`config.mk`:
```
export PLATFORM = sky130hd
export DESIGN_NAME = shreg_seq_ctrl
export DESIGN_NICKNAME = d
export VERILOG_FILES = /design/src/rtl/shreg_seq_ctrl_pkg.sv /design/src/rtl/shreg_seq_ctrl_step_cnt.sv /design/src/rtl/shreg_seq_ctrl.sv
export SDC_FILE = /design/constraint.sdc
export NUM_CORES = 1
export LEC_CHECK = 0
export BUFFER_PORTS_ARGS = -buffer_cell sky130_fd_sc_hd__buf_2
export CAP_MARGIN = 20
export CORE_AREA = 5 5 50 69
export CTS_CLUSTER_DIAMETER = 100
export DETAILED_ROUTE_END_ITERATION = 12
export DIE_AREA = 0 0 55 74
export PLACE_DENSITY_LB_ADDON = 0.2
export SYNTH_ARGS = -nofsm -noshare
export SYNTH_HDL_FRONTEND = slang
export SYNTH_SLANG_ARGS = --single-unit
```
`constraint.sdc`:
```
create_clock -name clk -period 1.9 [get_ports clk]
set_clock_uncertainty 0.15 [all_clocks]
set_input_delay 0.38 -clock clk [delete_from_list [all_inputs] [get_ports clk]]
set_output_delay 0.38 -clock clk [all_outputs]
set_load 0.01 [all_outputs]
```
`src/rtl/shreg_seq_ctrl_pkg.sv`:
```
// Shared constants and types for the universal shift register sequencer.
package shreg_seq_ctrl_pkg;

  localparam int unsigned DATA_W = 4;

  // Register mode encodings
  localparam logic [1:0] MODE_SHIFT = 2'b00;
  localparam logic [1:0] MODE_ROT   = 2'b01;
  localparam logic [1:0] MODE_LOAD  = 2'b10;
  localparam logic [1:0] MODE_HOLD  = 2'b11;

  // Register direction encodings
  localparam logic DIR_TO_MSB = 1'b0;
  localparam logic DIR_TO_LSB = 1'b1;

  // Controller state encoding
  typedef enum logic [1:0] {
    ST_IDLE = 2'b00,
    ST_LOAD = 2'b01,
    ST_STEP = 2'b10,
    ST_DONE = 2'b11
  } state_e;

  // Command fields held for the duration of a sequence
  typedef struct packed {
    logic              rot;
    logic              dir;
    logic              fill;
    logic [DATA_W-1:0] data;
  } cmd_t;

  // Register mode used while stepping
  function automatic logic [1:0] step_mode(input logic rot);
    return rot ? MODE_ROT : MODE_SHIFT;
  endfunction

endpackage

```
`src/rtl/shreg_seq_ctrl_step_cnt.sv`:
```
// Loadable down-counter tracking the remaining shift/rotate steps.
module shreg_step_cnt #(
  parameter int unsigned CNT_W = 3
) (
  input  logic             clk,
  input  logic             rst,
  input  logic             load,
  input  logic [CNT_W-1:0] load_val,
  input  logic             dec,
  output logic [CNT_W-1:0] cnt,
  output logic             last,
  output logic             zero
);

  // Count register: load wins over decrement, never wraps below zero
  always_ff @(posedge clk or posedge rst) begin
    if (rst) begin
      cnt <= '0;
    end else if (load) begin
      cnt <= load_val;
    end else if (dec && !zero) begin
      cnt <= cnt - CNT_W'(1);
    end
  end

  assign last = (cnt == CNT_W'(1));
  assign zero = (cnt == '0);

endmodule

```
`src/rtl/shreg_seq_ctrl.sv`:
```
// Sequencer driving a 4-bit universal shift register for an exact step count.
module shreg_seq_ctrl
  import shreg_seq_ctrl_pkg::*;
#(
  parameter int unsigned CNT_W = 3
) (
  input  logic              clk,
  input  logic              rst,
  input  logic              cmd_valid,
  output logic              cmd_ready,
  input  logic              cmd_load,
  input  logic              cmd_rot,
  input  logic              cmd_dir,
  input  logic              cmd_fill,
  input  logic [CNT_W-1:0]  cmd_cnt,
  input  logic [DATA_W-1:0] cmd_data,
  input  logic              abort,
  output logic              reg_enb,
  output logic [1:0]        reg_mode,
  output logic              reg_dir,
  output logic [DATA_W-1:0] reg_d,
  output logic              reg_sin,
  output logic              done,
  output logic              aborted
);

  state_e           state_q;
  state_e           state_d;
  cmd_t             cmd_q;
  logic             aborted_q;
  logic             aborted_d;
  logic             cmd_latch_c;
  logic             cnt_dec_c;
  logic [CNT_W-1:0] cnt_q;
  logic             cnt_last;
  logic             cnt_zero;

  shreg_step_cnt #(
    .CNT_W (CNT_W)
  ) u_step_cnt (
    .clk      (clk),
    .rst      (rst),
    .load     (cmd_latch_c),
    .load_val (cmd_cnt),
    .dec      (cnt_dec_c),
    .cnt      (cnt_q),
    .last     (cnt_last),
    .zero     (cnt_zero)
  );

  // State, latched command and abort flag registers
  always_ff @(posedge clk or posedge rst) begin
    if (rst) begin
      state_q   <= ST_IDLE;
      cmd_q     <= '0;
      aborted_q <= 1'b0;
    end else begin
      state_q   <= state_d;
      aborted_q <= aborted_d;
      if (cmd_latch_c) begin
        cmd_q <= '{rot: cmd_rot, dir: cmd_dir, fill: cmd_fill, data: cmd_data};
      end
    end
  end

  // Next-state logic and output decode from the state/command flops
  always_comb begin
    state_d     = state_q;
    aborted_d   = aborted_q;
    cmd_latch_c = 1'b0;
    cnt_dec_c   = 1'b0;
    cmd_ready   = 1'b0;
    reg_enb     = 1'b0;
    reg_mode    = MODE_HOLD;
    reg_dir     = DIR_TO_MSB;
    reg_d       = cmd_q.data;
    reg_sin     = 1'b0;
    done        = 1'b0;
    aborted     = 1'b0;

    case (state_q)
      ST_IDLE: begin
        cmd_ready = 1'b1;
        if (cmd_valid) begin
          cmd_latch_c = 1'b1;
          if (cmd_load) begin
            state_d = ST_LOAD;
          end else if (cmd_cnt != '0) begin
            state_d = ST_STEP;
          end else begin
            state_d = ST_DONE;
          end
        end
      end

      ST_LOAD: begin
        reg_enb  = 1'b1;
        reg_mode = MODE_LOAD;
        state_d  = cnt_zero ? ST_DONE : ST_STEP;
      end

      // The step at an aborting edge still happens; only later steps are dropped
      ST_STEP: begin
        reg_enb   = 1'b1;
        reg_mode  = step_mode(cmd_q.rot);
        reg_dir   = cmd_q.dir;
        reg_sin   = cmd_q.fill & ~cmd_q.rot;
        cnt_dec_c = 1'b1;
        if (abort) begin
          aborted_d = 1'b1;
          state_d   = ST_DONE;
        end else if (cnt_last) begin
          state_d = ST_DONE;
        end
      end

      ST_DONE: begin
        done      = 1'b1;
        aborted   = aborted_q;
        aborted_d = 1'b0;
        state_d   = ST_IDLE;
      end

      default: begin
        state_d = ST_IDLE;
      end
    endcase
  end

  // Counter value is consumed only through its last/zero flags
  logic unused_cnt;
  assign unused_cnt = ^cnt_q;

endmodule

```
==> results of run 1 <==
==> routing by layer <==
layer / track usage / routed length (um) / vias up / part of all wire
met1: 0.1108 / 699 / 291 / 0.41
met2: 0.1645 / 869 / 17 / 0.51
li1: - / - / 307 / -
met4: 0.04865 / 30 / 0 / 0.018
met5: 0 / 0 / - / 0
met3: 0.03006 / 101 / 4 / 0.059
==> cell type report <==
| class | count | area [um^2] |
|---|---|---|
| tap | 37 | 46.29 |
| clock buffer | 4 | 45.04 |
| fill | 308 | 1795 |
| inverter | 9 | 33.78 |
| timing repair buffer | 27 | 137.6 |
| sequential | 13 | 326.6 |
| multi-input combinational | 49 | 406.6 |
==> repair_timing <==
action	in CTS	in global routing
buffers inserted	0	1
gates resized for setup	3	3
setup endpoints to repair	3	3
==> sequential cells by signal, indices dropped and copies added, names as in the netlist <==
name,count
aborted_q,1
state_q,2
cmd_q,3
reg_d,4
u_step_cnt.cnt,3
==> per-stage QoR <==
stage | utilization | cells | worst slack (ps) | hold slack [ps]
CTS | 0.3532 | 139 | 4.121 | 27.78
global placement | 0.3348 | 135 | 159.5 | 286.4
global route | 0.3568 | 139 | 8.709 | 46.08
floorplan | - | 77 | 255.1 | 107.0
detailed placement | 0.3348 | 135 | 109.5 | 290.2
finish | 0.3568 | 139 | 110.8 | 5.869
==> cells by family (layout without fill, tap and decap cells) <==
family                     Yosys count  in the layout  synth area share
AOI/OAI and AO/OA                   12             12            0.1013
adders and majority gates            8              8            0.1266
buffers and inverters               15             40           0.09335
DFF                                 13             13            0.4114
muxes                                9              9            0.1313
and+or+nand+nor                     20             20            0.1361
==> critical path, stage by stage (launching register included) <==
cell and delay (ps):
dfrtp_1 400, inv_2 110, ha_4 210, nand2_1 60
nor2_1 90, buf_2 140
==> worst max path at each step <==
stage                            from                    to  slack (ps)
2_1_floorplan  state_q[0]$_DFFE_PP0P_  cmd_q[5]$_DFFE_PP0P_         260
3_5_place_dp   state_q[1]$_DFFE_PP0P_  reg_d[2]$_DFFE_PP0P_         110
6_report       state_q[0]$_DFFE_PP0P_               reg_sin         110
3_3_place_gp   state_q[1]$_DFFE_PP0P_  cmd_q[5]$_DFFE_PP0P_         160
4_1_cts        state_q[0]$_DFFE_PP0P_               reg_sin           4
5_1_grt        state_q[0]$_DFFE_PP0P_               reg_sin           9
==> report_power, final <==
group / total [mW] / switching (mW) / internal, mW
logic: 0.905 / 0.453 / 0.451
clock network: 0.243 / 0.0954 / 0.148
registers: 0.523 / 0.0964 / 0.427
total: 1.67 / 0.645 / 1.03
==> placed cells by master, fill, tap and decap left out, types with 2 or more instances in the layout <==
cell	netlist	final
buf_2	2	26
dfrtp_1	13	12
inv_1	8	7
mux2_2	7	7
ha_1	8	7
o21ai_0	5	5
nor2_1	4	4
nand2_1	4	3
clkbuf_8	0	3
inv_2	1	2
nand2b_1	2	2
nor2b_1	2	2
nand3_1	2	2
and2_1	2	2
==> results_dict.tcl, run 1 <==
set metrics [dict create \
    ir_worst_vdd_uv 888.1 \
    synth_warnings 0 \
    dieArea_um2 4070 \
    drc 0 \
    slew_headroom 0.6646 \
    core_um2 2791 \
    path_class "flop to primary output" \
    wl_per_cell_um 12.24 \
    start_util 0.2833 \
    cp.arrival_ps 1260 \
    rr_worst_depth 5 \
    cts_buffer_depth 2 \
    grtUsageTotal 0.09860 \
    cp-end-kind "primary output" \
    clock_latency_ps 240 \
    die_w_um 55 \
    ys_top_cells_by_area "dfrtp_1 (41%), ha_1 (13%), mux2_2 (10%)" \
    power.density_nw_per_um2 1678 \
    r2r_setup_slack_ps 150 \
    area_growth_pct 25.95 \
    synth-seq-cells 13 \
    placed_cell_area_um2 934.6 \
    hpwl_um 1380 \
    cts_tree "done" \
    drv_cap 0 \
    cts_root_buf "clkbuf_8" \
    synth_cell_types 27 \
    finalWeightedCongestion 0.7796 \
    synthArstFlopShare 1.000 \
    drtAntennaViolNets 0 \
    nets 126 \
    via_per_inst 4.453 \
    htreeDepth 1 \
    grt_pass1_wl_um 2939 \
    syn-cell-area_um2 790.8 \
    final_area_um2 996.0 \
    grt_overflow_total 0 \
    grt_max_degree 14 \
    reg2reg_to "state_q[1]$_DFFE_PP0P_" \
    max_freq_mhz 558.9 \
    port_buffers 26 \
    crit_path_max_fanout 11 \
    cts-buffers-inserted 3 \
    yosysSeqAreaShare 0.4114 \
    slew_violations 0 \
    rsz0062_at_grt "false" \
    start_kind "flop" \
    synth_edf_count 0 \
    clk_pin_slew_worst_paths_ps 50 \
    required_ps 1370 \
    syn_avg_cell_area_um2 10.27 \
    cts_hold_buf 0 \
    worstMarginPinSlew_ps 502.5 \
    drtPass1Iterations 4 \
    vias 619 \
    finalHoldViolCount 0 \
    row_count 23 \
    drt_iter0_markers 16 \
    period_share 0.9417 \
    synth_common_cells "dfrtp_1 (13), ha_1 (8), inv_1 (8), mux2_2 (7), o21ai_0 (5)" \
    status "completed" \
    tns_ps 0 \
    synth_ff_type "dfrtp_1" \
    synth_top_area_frac 0.4114 \
    antenna_found_initial 0 \
    syn-instance-count 77 \
    finalPower_mw 1.672 \
    clock-sinks 13 \
    finalSetupViolCount 0 \
    drive_gt1_frac 0.4314 \
    grt_pass1_vias 690 \
    die_h_um 74 \
    r2r_start "state_q[0]$_DFFE_PP0P_" \
    fin_crit_ps 1789 \
    antenna_cells 0 \
    yosys.area.top_type "dfrtp_1" \
    io_pins 27 \
    syn_nets 100 \
    drt-total-wl_um 1701 \
    p_leak_nw 0.4990 \
    hp-class "input pin to async pin" \
    post-synth-top-count-cell "dfrtp_1" \
]
(Power assumes the default switching activity.)
==> inputs of run 2 (changes only) <==
--- a/config.mk
+++ b/config.mk
@@ -7,10 +7,10 @@
 export LEC_CHECK = 0
 export BUFFER_PORTS_ARGS = -buffer_cell sky130_fd_sc_hd__buf_2
 export CAP_MARGIN = 20
-export CORE_AREA = 5 5 50 69
+export CORE_AREA = 5 5 49 68
 export CTS_CLUSTER_DIAMETER = 100
 export DETAILED_ROUTE_END_ITERATION = 12
-export DIE_AREA = 0 0 55 74
+export DIE_AREA = 0 0 54 73
 export PLACE_DENSITY_LB_ADDON = 0.2
 export SYNTH_ARGS = -nofsm -noshare
 export SYNTH_HDL_FRONTEND = slang
==> run 2 against run 1 <==
Global-route usage fell by 0.57 points. Worst setup slack got worse by 45 ps. Routed wire length rose by 1.5%. Clock power rose by 2%. Sequential share of layout area fell by 0.84 points. Core utilization rose by 1.7 points. Register-to-register slack improved by 40 ps. Critical path depth rose by 1.
==> results_dict.tcl, run 2 (synthesized netlist as in run 1, its figures left out) <==
set metrics [dict create \
    cts_buffer_depth 2 \
    cts_tree "done" \
    core_um2 2734 \
    drt_iter0_markers 6 \
    drive_gt1_frac 0.4476 \
    antenna_cells 0 \
    path_class "flop to primary output" \
    io_pins 27 \
    hpwl_um 1343 \
    required_ps 1370 \
    drv_cap 0 \
    final_common_cell "buf_2" \
    grt_max_degree 14 \
    drtPass1Iterations 2 \
    fin_crit_ps 1835 \
    finalPower_mw 1.726 \
    power.density_nw_per_um2 1688 \
    mostFrequentLayoutCells "buf_2 (26), dfrtp_1 (12), inv_1 (7), mux2_2 (7), ha_1 (7)" \
    route.layer.met1.wl_um 729 \
    row_count 23 \
    port_buffers 26 \
    die_h_um 73 \
    finalWeightedCongestion 0.7068 \
    start_util 0.2892 \
    finalSetupViolCount 0 \
    via_per_inst 4.345 \
    rsz0062_at_grt "false" \
    dp_slack_ps 91.64 \
    met3_length_um 89 \
    setup_ws_ps 65.32 \
    tns_ps 0 \
    drc 0 \
    vias 617 \
    htreeDepth 1 \
    area_growth_pct 29.27 \
    hp-class "input pin to async pin" \
    finalHoldViolCount 0 \
    clock_latency_ps 240 \
    slew_headroom 0.6653 \
    grt_pass1_vias 614 \
    wl_per_cell_um 12.15 \
    largest_reg_flops 4 \
    dr_wl_met2_um 897 \
    cts_root_buf "clkbuf_8" \
    dieArea_um2 3942 \
    period_share 0.9656 \
    start_kind "flop" \
    slew_violations 0 \
    max_freq_mhz 545.1 \
    status "completed" \
    die_w_um 54 \
    grt_pass1_wl_um 2718 \
    crit_path_max_fanout 10 \
    grt_overflow_total 0 \
    topRoutingLayerUsed "met4" \
    cts-buffers-inserted 3 \
    drtAntennaViolNets 0 \
    clock-sinks 13 \
    nets 129 \
    ir_worst_vdd_uv 574.8 \
    cts_hold_buf 0 \
    cp-end-kind "primary output" \
    antenna_found_initial 0 \
    worstMarginPinSlew_ps 501.5 \
    cp.arrival_ps 1300 \
    r2r_setup_slack_ps 190 \
    p_leak_nw 0.5147 \
    grtUsageTotal 0.09292 \
    clk_pin_slew_worst_paths_ps 60 \
    drt-total-wl_um 1726 \
]
-- run 2: cell types whose count changed in the layout (fill, tap and decap cells not counted), sizes merged --
cell and delta:
buf +3
-- run 2: stage by stage --
stage	util	hold WS [ps]	area [um^2]	std cells
2_1_floorplan	-	107.0	790.8	77
4_1_cts	0.3634	33.70	993.5	140
5_1_grt	0.3739	69.82	1022	142
3_5_place_dp	0.3419	286.0	934.6	135
6_report	0.3739	7.490	1022	142
3_3_place_gp	0.3419	278.5	934.6	135
-- run 2: worst max-delay path, stage by stage (launching register included) --
cell	delay, ps
dfrtp_1	380
inv_2	100
ha_4	160
buf_6	130
nand2_1	50
nor2_1	100
buf_2	140
-- run 2: worst paths after layout --
| check | end | cells past startpoint | startpoint |
|---|---|---|---|
| max in group asynchronous | state_q[1]$_DFFE_PP0P_ | 2 | rst |
| worst min-delay path | u_step_cnt.cnt[1]$_DFFE_PP0P_ | 2 | rst |
| min in group clk | cmd_q[5]$_DFFE_PP0P_ | 2 | cmd_dir |
| worst min register to register | aborted_q$_DFFE_PP0P_ | 1 | aborted_q$_DFFE_PP0P_ |
| worst max register to register | reg_d[0]$_DFFE_PP0P_ | 5 | state_q[0]$_DFFE_PP0P_ |
| worst max-delay path | reg_sin | 6 | state_q[0]$_DFFE_PP0P_ |
-- run 2: power by group --
part | switching (mW) | total [mW] | internal (mW)
clock network | 0.0997 | 0.248 | 0.148
logic | 0.471 | 0.960 | 0.488
registers | 0.0918 | 0.518 | 0.427
-- run 2: timing repair --
action	CTS	global route
endpoints found under the setup margin	3	3
setup buffers	1	2
resized for setup	3	4
-- run 2: cell type report --
class	instances	area, um^2
Fill cell	290	1712
Clock buffer	4	45.04
Sequential cell	13	326.6
Tap cell	37	46.29
Timing Repair Buffer	30	163.9
Inverter	9	33.78
Multi-Input combinational cell	49	406.6
-- run 2: routing by layer --
layer	global-route usage	vias up
met3	0.02454	2
met5	0	-
met4	0.02493	0
met2	0.1631	11
li1	-	315
met1	0.1083	289
